`src/rtl/bram_rr_arbiter.sv`:
```
// Round-robin arbiter sharing both ports of a true dual-port block RAM among NUM_REQ requesters.
// After reset it can zero-fill the RAM, and it returns synchronous read data to whichever requester issued the read.
module bram_rr_arbiter #(
    parameter int NUM_REQ        = 4,
    parameter int DWIDTH         = 8,
    parameter int DEPTH          = 256,
    parameter int ADDR_W         = $clog2(DEPTH),
    parameter int CLEAR_ON_RESET = 1
) (
    input  logic                      clk,
    input  logic                      rst,
    input  logic [NUM_REQ-1:0]        req_valid,
    input  logic [NUM_REQ-1:0]        req_we,
    input  logic [NUM_REQ*ADDR_W-1:0] req_addr,
    input  logic [NUM_REQ*DWIDTH-1:0] req_wdata,
    output logic [NUM_REQ-1:0]        req_ready,
    output logic [NUM_REQ-1:0]        rsp_valid,
    output logic [NUM_REQ*DWIDTH-1:0] rsp_data,
    output logic                      init_done,
    output logic                      bram_clk_en,
    output logic                      bram_singleportmode,
    output logic                      bram_port_en_0,
    output logic                      bram_wr_en_0,
    output logic [ADDR_W-1:0]         bram_addr_0,
    output logic [DWIDTH-1:0]         bram_data_in_0,
    input  logic [DWIDTH-1:0]         bram_data_out_0,
    output logic                      bram_port_en_1,
    output logic                      bram_wr_en_1,
    output logic [ADDR_W-1:0]         bram_addr_1,
    output logic [DWIDTH-1:0]         bram_data_in_1,
    input  logic [DWIDTH-1:0]         bram_data_out_1
);
    localparam int PTR_W = $clog2(NUM_REQ);

    typedef enum logic {INIT, RUN} state_t;
    localparam state_t RESET_STATE = (CLEAR_ON_RESET != 0) ? INIT : RUN;

    state_t              state_reg, state_next;
    logic [ADDR_W-1:0]   init_addr_reg, init_addr_next;
    logic                init_done_reg, init_done_next;
    logic [PTR_W-1:0]    rr_ptr_reg, rr_ptr_next;

    logic [ADDR_W-1:0]   addr_arr  [NUM_REQ];
    logic [DWIDTH-1:0]   wdata_arr [NUM_REQ];
    logic [PTR_W:0]      scan_sum  [NUM_REQ];
    logic [PTR_W-1:0]    scan_idx  [NUM_REQ];

    logic                grant_a, grant_b;
    logic [PTR_W-1:0]    idx_a, idx_b;

    logic                rsp_valid_reg [NUM_REQ];
    logic                rsp_port_reg  [NUM_REQ];
    logic [DWIDTH-1:0]   hold_reg      [NUM_REQ];
    logic [DWIDTH-1:0]   rsp_data_cur  [NUM_REQ];

    function automatic logic [PTR_W-1:0] ptr_after(input logic [PTR_W-1:0] p);
        return (p == PTR_W'(NUM_REQ - 1)) ? '0 : p + PTR_W'(1);
    endfunction

    // scan_idx[k] is the k-th requester visited when starting from rr_ptr.
    for (genvar gi = 0; gi < NUM_REQ; gi++) begin : g_req
        assign addr_arr[gi]  = req_addr[gi*ADDR_W +: ADDR_W];
        assign wdata_arr[gi] = req_wdata[gi*DWIDTH +: DWIDTH];
        assign scan_sum[gi]  = {1'b0, rr_ptr_reg} + (PTR_W+1)'(gi);
        assign scan_idx[gi]  = (scan_sum[gi] >= (PTR_W+1)'(NUM_REQ))
                             ? PTR_W'(scan_sum[gi] - (PTR_W+1)'(NUM_REQ))
                             : PTR_W'(scan_sum[gi]);
        assign rsp_data_cur[gi] = rsp_valid_reg[gi]
                                ? (rsp_port_reg[gi] ? bram_data_out_1 : bram_data_out_0)
                                : hold_reg[gi];
        assign rsp_data[gi*DWIDTH +: DWIDTH] = rsp_data_cur[gi];
        assign rsp_valid[gi] = rsp_valid_reg[gi];
    end

    // A second grant may not touch the first grant's address if either of them writes.
    always_comb begin
        grant_a   = 1'b0;
        grant_b   = 1'b0;
        idx_a     = '0;
        idx_b     = '0;
        req_ready = '0;
        if (state_reg == RUN) begin
            for (int k = 0; k < NUM_REQ; k++) begin
                if (req_valid[scan_idx[k]]) begin
                    if (!grant_a) begin
                        grant_a = 1'b1;
                        idx_a   = scan_idx[k];
                    end else if (!grant_b &&
                                 !((addr_arr[scan_idx[k]] == addr_arr[idx_a]) &&
                                   (req_we[idx_a] || req_we[scan_idx[k]]))) begin
                        grant_b = 1'b1;
                        idx_b   = scan_idx[k];
                    end
                end
            end
        end
        if (grant_a) req_ready[idx_a] = 1'b1;
        if (grant_b) req_ready[idx_b] = 1'b1;
    end

    always_comb begin
        rr_ptr_next = rr_ptr_reg;
        if (grant_b)      rr_ptr_next = ptr_after(idx_b);
        else if (grant_a) rr_ptr_next = ptr_after(idx_a);
    end

    always_comb begin
        state_next     = state_reg;
        init_addr_next = init_addr_reg;
        init_done_next = init_done_reg;
        case (state_reg)
            INIT: begin
                init_addr_next = init_addr_reg + ADDR_W'(2);
                if (init_addr_reg == ADDR_W'(DEPTH - 2)) begin
                    state_next     = RUN;
                    init_done_next = 1'b1;
                end
            end
            default: ;
        endcase
    end

    always_comb begin
        bram_port_en_0 = 1'b0;
        bram_wr_en_0   = 1'b0;
        bram_addr_0    = '0;
        bram_data_in_0 = '0;
        bram_port_en_1 = 1'b0;
        bram_wr_en_1   = 1'b0;
        bram_addr_1    = '0;
        bram_data_in_1 = '0;
        if (state_reg == INIT) begin
            bram_port_en_0 = 1'b1;
            bram_wr_en_0   = 1'b1;
            bram_addr_0    = init_addr_reg;
            bram_port_en_1 = 1'b1;
            bram_wr_en_1   = 1'b1;
            bram_addr_1    = init_addr_reg + ADDR_W'(1);
        end else begin
            if (grant_a) begin
                bram_port_en_0 = 1'b1;
                bram_wr_en_0   = req_we[idx_a];
                bram_addr_0    = addr_arr[idx_a];
                bram_data_in_0 = wdata_arr[idx_a];
            end
            if (grant_b) begin
                bram_port_en_1 = 1'b1;
                bram_wr_en_1   = req_we[idx_b];
                bram_addr_1    = addr_arr[idx_b];
                bram_data_in_1 = wdata_arr[idx_b];
            end
        end
    end

    assign init_done           = init_done_reg;
    assign bram_clk_en         = 1'b1;
    assign bram_singleportmode = 1'b0;

    always_ff @(posedge clk) begin
        if (rst) begin
            state_reg     <= RESET_STATE;
            init_addr_reg <= '0;
            init_done_reg <= (CLEAR_ON_RESET != 0) ? 1'b0 : 1'b1;
            rr_ptr_reg    <= '0;
        end else begin
            state_reg     <= state_next;
            init_addr_reg <= init_addr_next;
            init_done_reg <= init_done_next;
            rr_ptr_reg    <= rr_ptr_next;
        end
    end

    // Remember which port each requester's read went to, so the RAM output is steered back next cycle.
    always_ff @(posedge clk) begin
        for (int i = 0; i < NUM_REQ; i++) begin
            if (rst) begin
                rsp_valid_reg[i] <= 1'b0;
                rsp_port_reg[i]  <= 1'b0;
                hold_reg[i]      <= '0;
            end else begin
                rsp_valid_reg[i] <= !req_we[i] &&
                                    ((grant_a && (idx_a == PTR_W'(i))) ||
                                     (grant_b && (idx_b == PTR_W'(i))));
                rsp_port_reg[i]  <= grant_b && (idx_b == PTR_W'(i));
                hold_reg[i]      <= rsp_data_cur[i];
            end
        end
    end
endmodule

```
`config.mk`:
```
export PLATFORM = sky130hd
export DESIGN_NAME = bram_rr_arbiter
export DESIGN_NICKNAME = d
export VERILOG_FILES = /design/src/rtl/bram_rr_arbiter.sv
export SDC_FILE = /design/constraint.sdc
export NUM_CORES = 1
export LEC_CHECK = 0
export ABC_AREA = 1
export CAP_MARGIN = 20
export CELL_PAD_IN_SITES_DETAIL_PLACEMENT = 1
export CELL_PAD_IN_SITES_GLOBAL_PLACEMENT = 2
export CORE_MARGIN = 2
export CORE_UTILIZATION = 26
export DETAILED_ROUTE_END_ITERATION = 10
export GPL_TIMING_DRIVEN = 0
export PLACE_DENSITY_LB_ADDON = 0.1
export SYNTH_ARGS = -nofsm -noshare
export SYNTH_HDL_FRONTEND = slang
export SYNTH_SLANG_ARGS = --single-unit
```
`constraint.sdc`:
```
create_clock -name clk -period 9.76 [get_ports clk]
set_clock_uncertainty 0.2 [all_clocks]
set_input_delay 1.952 -clock clk [delete_from_list [all_inputs] [get_ports clk]]
set_output_delay 1.952 -clock clk [all_outputs]
set_load 0.1 [all_outputs]
```
; ---- Word-level counts from Yosys, hierarchy flattened
; Memories as Yosys holds them, arrays and structs flattened.
; Index checks and enable logic that the tools add are counted.
[totals]
ff_bits = 12
ram_bits = 40
in_bits = 90
out_inout_bits = 79
word_cells = 265
memories = 3
[mem_list]
columns = name, words, word_bits, read_ports, rd_clocked_by_memory_dff, write_ports, line_no
row1 = hold_reg, 4, 8, 4, 0, 4, 53  ; logic [DWIDTH-1:0] hold_reg [NUM_REQ];
row2 = rsp_port_reg, 4, 1, 4, 0, 4, 52  ; logic rsp_port_reg [NUM_REQ];
row3 = rsp_valid_reg, 4, 1, 4, 0, 4, 51  ; logic rsp_valid_reg [NUM_REQ];
[op_classes]
addsub = 11
magnitude_cmp = 23
n_eq_ne = 10
muxes = 151
bitwise_logic = 22
n_reduce_logical = 41
[ops]
columns = operator, n
row1 = $mux 8, 40
row2 = $bmux 8 s2, 10
row3 = $mux 2, 29
row4 = $mux 1, 56
row5 = $ge 3x3->1 const B, 11
row6 = $lt 2x3->1 const B, 9
row7 = $bmux 1 s2, 12
row8 = $eq 8x8->1, 3
row9 = $not 2->3, 8
row10 = $logic_and 1x1->1, 20
row11 = $or 1x1->1, 12
row12 = $logic_not 1->1, 10
row13 = $add 8x1->8 const B, 1
row14 = $add 8x2->8 const B, 1
row15 = $eq 2x2->1 const B, 4
row16 = $eq 8x8->1 const B, 1
row17 = $mux 4, 2
row18 = $sub 2x1->2 const B, 4
row19 = $logic_or 1x1->1, 7
row20 = $add 2x2->3 const B, 2
row21 = $add 2x1->2 const B, 2
row22 = $demux 1 s2, 2
row23 = $eq 2x1->1 const B, 2
row24 = $ge 2x1->1 const B, 2
row25 = other kinds (7), 8

; ---- Logic depth before layout (Yosys ltp)
; Gate-level depths: netlist (run 1).
[logic_depth]
ltp_word = 36
depth_mapped = 33
mapped_depth_nobuf = 31

; ---- Least setup slack after synthesis (run 1)
; No wires, ideal clock.
[synth_timing]
kind = in2out
startpoint = input req_valid[3]
endpoint = output req_ready[3]
arrival_ns = 6.849
t_required_ns = 7.608
slack_ns = 0.759
cell_stages = 24
n_path_buf = 3
path_cell_list = inv_1 nand2_1 nand3_1 nand2_1 ha_1 clkbuf_1 clkbuf_1 o21ai_0 o21ai_0 xor2_1 nand2_1 nor3_1 nand3_1 nand3_1 nand2_1 nand2_2 nand2_1 nand2_1 nand3_2 inv_2 buf_6 ha_1 inv_1 o21ai_0
[synth_via]
elab_chain_cells = 34
elab_cells_between_ends = 97
cone_classes = order compare: 4 / eq/ne: 3 / mux: 70 / bitwise: 4 / reduce/logical: 16
[synth_lines]
columns = item, line_no
row1 = start: declaration, 12  ; input logic [NUM_REQ-1:0] req_valid,
row2 = $bmux 1 s2, 84  ; if (req_valid[scan_idx[k]]) begin
row3 = $mux 1 (implied by the code), 84
row4 = $mux 2, 84
row5 = $mux 2, 82  ; if (state_reg == RUN) begin
row6 = $not 2->3 (implied by the code), 89  ; !((addr_arr[scan_idx[k]] == addr_arr[idx_a]) &&
row7 = $bmux 8 s2, 89
row8 = $mux 8 (implied by the code) (2 in series), 89
row9 = $eq 8x8->1, 89
row10 = (+17 left out), -
row11 = $mux 2, 84
row12 = $mux 2, 82
row13 = $lt 2x3->1 (implied by the code) / $ge 2x1->1 (equally long branches), 98  ; if (grant_b) req_ready[idx_b] = 1'b1;
row14 = $logic_and 1x1->1 (implied by the code), 98
row15 = $mux 1 (implied by the code), 98
row16 = $demux 1 s2, 98
row17 = $or 4x4->4 (no source line), -
row18 = $mux 4 *, 98
row19 = end: declaration, 16  ; output logic [NUM_REQ-1:0] req_ready,
; Every way passes the cells marked *; elsewhere a longest branch is shown, timed or not. The select of a mux whose other input is x is not followed.

; ---- Final worst setup path (run 1)
[layout_timing]
startpoint = input req_valid[3]
endpoint = output bram_addr_0[4]
[layout_via]
elab_chain_cells = 19
elab_cells_between_ends = 33
cone_classes = mux: 32 / bitwise: 1
[layout_lines]
columns = item, line_no
row1 = $bmux 1 s2, 84
row2 = $mux 1 (implied by the code), 84
row3 = $mux 2 / $mux 1 (equally long branches), 84
row4 = $mux 2 / $mux 1 (equally long branches), 82
row5 = $mux 2, 85  ; if (!grant_a) begin
row6 = $mux 2, 84
row7 = $mux 2, 82
row8 = $mux 2, 85
row9 = (+2 left out), -
row10 = $mux 2, 85
row11 = $mux 2, 84
row12 = $mux 2, 82
row13 = $not 2->3 (implied by the code), 143  ; bram_addr_0 = addr_arr[idx_a];
row14 = $bmux 8 s2, 143
row15 = $mux 8 (implied by the code) (2 in series), 143
row16 = $mux 8 *, 140  ; if (grant_a) begin
row17 = $mux 8 *, 132  ; if (state_reg == INIT) begin
row18 = end: declaration, 24  ; output logic [ADDR_W-1:0] bram_addr_0,
; Marked as above.

==> results of run 1 <==
-- worst paths after layout --
kind | from | to | slack, ns
max | req_valid[3] | bram_addr_0[4] | 0.49
min | init_addr_reg[5] | init_addr_reg[5] | 0.28
max reg2reg | rr_ptr_reg[0] | rsp_valid_reg[1] | 4.36
min reg2reg | init_addr_reg[5] | init_addr_reg[5] | 0.28
-- cells by family (layout without fill, tap and decap cells) --
group	after synthesis	count (layout)
xor gates and xnor gates	8	8
AOI/OAI and AO/OA	261	261
adders and majority gates	10	10
buffers and inverters	248	420
DFF	51	51
other	2	2
and+or+nand+nor	621	621
-- placed cells by master, fill, tap and decap left out, types with 2 or more instances in the layout --
cell type / n
inv_1: 171
clkbuf_16: 5
o22ai_1: 10
dfxtp_1: 51
nand3_1: 138
o211ai_1: 13
nor3_1: 8
xor2_1: 6
clkdlybuf4s50_1: 144
clkbuf_1: 34
a21oi_1: 51
inv_2: 8
nand3b_1: 3
nand2_2: 7
conb_1: 2
nand3_2: 3
nand2_1: 355
xnor2_1: 2
nand4_1: 2
nor2_1: 90
buf_4: 12
buf_1: 2
o21ai_0: 165
buf_2: 14
dlymetal6s2s_1: 17
o21ai_1: 10
a211oi_1: 8
buf_6: 8
o211ai_2: 2
clkbuf_2: 2
nand2_4: 9
ha_1: 10
a31oi_1: 2
-- power by group --
group | leakage (nW) | switching (mW) | total [mW] | internal [mW]
clock network | 0.0696 | 0.0780 | 0.172 | 0.0937
registers | 0.411 | 0.00116 | 0.210 | 0.209
logic | 3.35 | 0.125 | 0.199 | 0.0732
total | 3.84 | 0.205 | 0.581 | 0.376
-- metrics by stage --
stage | util (%) | TNS (ns) | worst slack [ns]
floorplan | - | 0 | 0.759
global route | 35.5 | 0 | 0.0247
detailed placement | 34.8 | -1.06 | -0.294
finish | 35.5 | 0 | 0.489
global placement | 34.8 | -1.03 | -0.291
CTS | 35.4 | 0 | 0.000582
-- Yosys cell counts (9+ instances only) --
library cell	count
o21ai_0	165
o22ai_1	10
a21oi_1	51
inv_1	171
o21ai_1	10
nor2_1	90
buf_4	12
nand2_1	355
dfxtp_1	51
ha_1	10
o211ai_1	13
buf_2	12
nand3_1	138
clkbuf_1	35
nand2_4	9
-- layer usage --
metal	wire length, um	vias to the layer above
met2	15600	196
met5	0	-
li1	-	4181
met1	14400	4016
met3	1160	34
met4	558	0
-- final cells by class --
| cell class | count | area [sq um] | share of cell area (%) |
|---|---|---|---|
| Sequential cell | 51 | 1020 | 11.9 |
| Timing Repair Buffer | 165 | 1680 | 19.6 |
| Tap cell | 324 | 405 | 4.74 |
| Multi-Input combinational cell | 902 | 4260 | 49.8 |
| Clock buffer | 5 | 125 | 1.46 |
| Clock inverter | 2 | 13.8 | 0.161 |
| Inverter | 179 | 672 | 7.86 |
| Buffer | 69 | 380 | 4.45 |
==> out/metrics.yaml, run 1 <==
grt_pass1_wl_um: 48500
synth-edff-count: 0
dpl_cell_area_sq_um: 8390
crit_arrival_ns: 7.12
dr.pass1.iters: 5
clk_pin_slew_worst_paths_ns: 0.07
grt.busiest_layer: "met2"
synthSimpleGateAreaFrac_pct: 42.1
synthToLayoutAreaGrowth_pct: 35.1
pin_count: 169
crit_family: "buffers and inverters"
required_ns: 7.61
grt_max_degree: 16
cpMaxStageDelayCell: "clkdlybuf4s50_1"
min_period_over_period_pct: 95.0
dp_cells: 1690
hold_viol: 0
setup_viol_count_final: 0
synth.avg_cell_area_sq_um: 5.27
clock_latency_ns: 0.29
grt-ovfl-total: 0
die_h_um: 160
path_common_cell: "nand2_1"
largest_reg_flops: 32
dp_hpwl_um: 25300
synth_seq_cells: 51
fmax_mhz: 108
grt_pass1_vias: 8466
die-area_sq_um: 25600
reg2regPathDepth: 28
ys_warn_count: 0
synth_cells: 1201
cts_buffers: 5
start_kind: "input port"
crit_type: "input port to primary output"
synthMuxAreaShare_pct: 0
wl_um: 31600
final_layout_size_suffix_gt1_share_pct: 5.61
critPathMaxStageDelay_ns: 1.22
crit_cells: 18
final_cell_count_no_fill: 1697
hold_path.class: "register to register"
synth-compound-area-share_pct: 21.9
worstMarginPinSlew_ns: 1.06
core_area_sq_um: 24100
fp-row-count: 57
synth-async-reset-ratio_pct: 0
drc: 0
postCtsResizedCells: 4
p_leak_nw: 3.84
met2_usage_pct: 43.7
slew_violations: 0
synthAdderAreaFrac_pct: 1.98
cts_tree: "yes"
clk_path_buf_depth: 2
ant_nets: 0
io_buffers: 165
antenna_cells: 0
crit_chain: "clkdlybuf4s50_1 > inv_1 > nand2_1 > nand3_1 > nand2_1 > ha_1 > clkbuf_1 > nand3_1 > nand2_1 > nand2_1 > nand2_1 > buf_2 > o211ai_1 > clkbuf_1 > buf_1 > a21oi_1 > o21ai_0 > clkdlybuf4s50_1"
critPathBufInv: 7
yosysTopAreaCell: "nand2_1"
hold_slack_ns: 0.284
synth_area_leaders: "nand2_1 21%, dfxtp_1 16%, o21ai_0 13%"
cts_max_level: 2
gp_congestion: 0.877
vias: 8427
cts-hold-fix-buffers: 0
period_minus_slack_ns: 9.27
synth_top_flop_cell: "dfxtp_1"
drv_cap: 0
power_mw: 0.581
design_area_sq_um: 8550
gr-usage-met1_pct: 31.1
netlist.area_leader.share_pct: 21.0
ir_drop_mv: 0.0633
fill_cells: 3315
synth_area_sq_um: 6330
whs_path_depth: 1
syn_nets: 1301
initialDrtViolationCount: 466
powerDensity_nw_per_um2: 67.9
synth.distinct_cells: 35
maxSlewHeadroom_pct: 28.8
antenna_found_initial: 0
start_util_pct: 26.3
chipWidth_um: 160
outcome: "finished, final reports clean"
cts_setup_buffers: 0
final_nets: 1473
cts-root-buf: "clkbuf_16"
wl_per_cell_um: 18.6
use_met3_pct: 2.42
synth_seq_area_share_pct: 16.1
grtUsageTotal_pct: 24.3
cp_max_fo: 10
rsz0062_at_grt: "false"
synth_xor_area_share_pct: 1.11
end_kind: "primary output"
synth_top_family_by_area: "simple AND/OR/NAND/NOR gates"
clkSinkCount: 51
viasPerCell: 4.97
Note: power is estimated with default switching activity, not from simulation.
==> run 2, diff against run 1 <==
--- a/config.mk
+++ b/config.mk
@@ -5,12 +5,12 @@
 export SDC_FILE = /design/constraint.sdc
 export NUM_CORES = 1
 export LEC_CHECK = 0
-export ABC_AREA = 1
+export ABC_AREA = 0
 export CAP_MARGIN = 20
 export CELL_PAD_IN_SITES_DETAIL_PLACEMENT = 1
 export CELL_PAD_IN_SITES_GLOBAL_PLACEMENT = 2
-export CORE_MARGIN = 2
-export CORE_UTILIZATION = 26
+export CORE_MARGIN = 1
+export CORE_UTILIZATION = 31
 export DETAILED_ROUTE_END_ITERATION = 10
 export GPL_TIMING_DRIVEN = 0
 export PLACE_DENSITY_LB_ADDON = 0.1
==> run 2 against run 1 <==
Flip-flop and latch count did not move. Synthesized cell count shrank 34%. Global-route usage up 3.7 points. Sequential power about the same. Die area fell by 18%. Hold slack worse by 0.00071 ns. Critical endpoint is now bram_addr_1[4]. Fmax decreased by 2.4%. Synthesized area down 0.26%. Non-clock buffer count unchanged.
==> out/metrics.yaml, run 2 <==
outcome: "finished, final reports clean"
path_common_cell: "buf_2"
hold_path.class: "register to register"
critPathBufInv: 7  # unchanged
mostFrequentLayoutCell: "clkdlybuf4s50_1"
vias: 7044  # -16%
fmax_mhz: 105  # -2.4%
antenna_cells: 0  # unchanged
clk_pin_slew_worst_paths_ns: 0.07  # about the same
ys_warn_count: 0  # unchanged
viasPerCell: 5.78  # +16%
r2r_start: "rr_ptr_reg[0]"
grt_pass1_vias: 7322  # -14%
setup_viol_count_final: 0  # unchanged
dpl_cell_area_sq_um: 8240  # -1.7%
drc: 0  # unchanged
synthToLayoutAreaGrowth_pct: 32.2
crit_arrival_ns: 7.35  # +0.23 ns
gp_congestion: 0.933  # +6.4%
hold_viol: 0  # unchanged
cts_tree: "yes"
rsz0062_at_grt: "false"
final_layout_size_suffix_gt1_share_pct: 14.2  # +8.6 points
critPathMaxStageDelay_ns: 0.58  # -0.64 ns
tns_ns: 0  # unchanged
final_cell_count_no_fill: 1218  # -28%
reg2regPathDepth: 25  # -11%
netlist.area_leader.share_pct: 16.2  # -4.9 points
swShare_pct: 32.3  # -2.9 points
cp_max_fo: 10  # unchanged
crit_chain: "clkdlybuf4s50_1 > buf_2 > nor2b_2 > o21ai_4 > o21ai_0 > ha_1 > mux2i_1 > and3_1 > buf_2 > o21ai_1 > buf_2 > a21oi_1 > a311o_1 > xnor2_1 > o31ai_1 > and3_1 > clkbuf_1 > nor2_2 > clkbuf_2 > nand3_1 > o211ai_1 > clkdlybuf4s15_2"
cts_buffers: 5  # unchanged
wl_um: 29100  # -8.2%
die-area_sq_um: 20900  # -18%
die_h_um: 145  # -9.6%
antenna_found_initial: 0  # unchanged
core_area_sq_um: 19700  # -18%
layout_common_cells: "138 x clkdlybuf4s50_1, 86 x mux2i_1, 71 x nor2_1"
powerDensity_nw_per_um2: 73.5  # +8.2%
min_period_over_period_pct: 97.3  # +2.3 points
setup.worst_path.start: "req_valid[2]"
required_ns: 7.61  # about the same
maxSlewHeadroom_pct: 32.1  # +3.2 points
synth_cells: 787  # -34%
fp-row-count: 51  # -11%
cts_max_level: 2  # unchanged
p_clk_share_pct: 32.6  # +3.0 points
grtUsageTotal_pct: 28.0  # +3.7 points
clkSinkCount: 51  # unchanged
final_nets: 1053  # -29%
crit_type: "input port to primary output"
cts-hold-fix-buffers: 0  # unchanged
crit_cells: 22  # +4
use_met3_pct: 5.00  # +2.6 points
synth_top_flop_cell: "dfxtp_1"
synth_seq_cells: 51  # unchanged
start_kind: "input port"
crit_family: "buffers and inverters"
p_sw_mw: 0.198  # -3.2%
initialDrtViolationCount: 428  # -8.2%
end_kind: "primary output"
hold_start: "init_done"
period_minus_slack_ns: 9.50  # +0.227 ns
grt_pass1_wl_um: 43200  # -11%
clk_path_buf_depth: 2  # unchanged
synthTopCellsByCount: "86 x mux2i_1, 72 x nor2_1, 63 x a21oi_1"
pin_count: 169  # unchanged
synth-edff-count: 0  # unchanged
cts-root-buf: "clkbuf_16"
gr-usage-met1_pct: 36.1  # +5.0 points
power_mw: 0.613  # +5.6%
synth.avg_cell_area_sq_um: 8.02  # +52%
p_leak_nw: 3.05  # -21%
whs_path_depth: 2  # +1
clock_latency_ns: 0.30  # about the same
syn_nets: 887  # -32%
intPower_mw: 0.415  # +10%
synth_seq_area_share_pct: 16.2  # +0.042 points
largest_reg_flops: 32  # unchanged
cpMaxStageDelayCell: "clkdlybuf4s15_2"
drv_cap: 0  # unchanged
grt.busiest_layer: "met2"
met2_usage_pct: 47.0  # +3.3 points
dp_cells: 1211  # -28%
synth_area_sq_um: 6310  # -0.26%
io_buffers: 159  # -3.6%
combPwrFrac_pct: 33.1  # -1.1 points
dr.pass1.iters: 6  # +1
ff2ff_setup_slack_ns: 2.78  # -1.58 ns
slew_violations: 0  # unchanged
pwr-share-seq_pct: 34.3  # -1.9 points
synth-async-reset-ratio_pct: 0  # unchanged
chipWidth_um: 145  # -9.6%
yosysMostFrequentCell: "mux2i_1"
ant_nets: 0  # unchanged
synth.distinct_cells: 71  # +100%
yosysTopAreaCell: "dfxtp_1"
start_util_pct: 32.0  # +5.8 points
hold_slack_ns: 0.283  # -0.000711 ns
synth_area_leaders: "dfxtp_1 16%, mux2i_1 14%, mux4_2 12%"
design_area_sq_um: 8350  # -2.4%
wl_per_cell_um: 23.9  # +28%
grt_max_degree: 15  # -1
dp_hpwl_um: 22700  # -10%
grt-ovfl-total: 0  # unchanged
worstMarginPinSlew_ns: 1.02  # -0.0485 ns
ir_drop_mv: 0.0620  # -2.0%
## run 2: final cells by class
cell class | instances | area [sq um]
buffer | 73 | 383
clock buffer | 6 | 129
clock inverter | 1 | 30.0
fill | 2346 | 11400
inverter | 25 | 93.8
multi-input combinational | 636 | 4840
sequential | 51 | 1020
tap | 265 | 332
timing repair buffer | 161 | 1520
## run 2: path summary, 6_finish.rpt
check / to
max: bram_addr_1[4]
min: init_done
max reg2reg: rr_ptr_reg[1]
min reg2reg: init_done
## run 2: layer usage
metal	vias to the layer above	wire [um]
met3	48	2110
met1	3484	12800
li1	3217	-
met4	0	867
met2	295	13300
met5	-	0
## run 2: kinds of logic (layout without fill, tap and decap cells)
group | Yosys count | after routing | share of synthesized area, %
simple gates | 256 | 256 | 20.3
compound gates | 205 | 205 | 21.1
mux | 139 | 139 | 29.4
buf+inv | 100 | 266 | 7.55
flops | 51 | 51 | 16.2
xor+xnor | 23 | 23 | 3.19
fa+ha+maj | 11 | 11 | 2.14
other cells | 2 | 2 | 0.119
## run 2: worst min-delay path: cells and delay by family, from the launching register on
kind	cells	cell delay, ns
and+or+nand+nor	1	0.07
AOI/OAI and AO/OA	1	0.04
DFF	1	0.33
## run 2: stage by stage
step	utilization (%)	worst slack, ns
3_5_place_dp	41.8	-1.38
6_report	42.3	0.262
3_3_place_gp	41.8	-1.33
2_1_floorplan	-	0.372
5_1_grt	42.3	0.00262
4_1_cts	42.8	0.00155
## run 2: repair_timing
| action | 4_1_cts | 5_1_grt |
|---|---|---|
| gates resized for setup | 77 | 41 |
| setup endpoints to repair | 22 | 22 |
| pin swaps | 1 | 0 |
| setup buffers | 1 | 1 |
## run 2: power by group through the flow
stage | Combinational, mW | Clock, mW | Sequential (mW)
floorplan | 0.114 | 0 | 0.215
global placement | 0.195 | 0 | 0.215
detailed placement | 0.199 | 0 | 0.215
CTS | 0.201 | 0.205 | 0.210
global route | 0.215 | 0.212 | 0.210
finish | 0.203 | 0.200 | 0.210
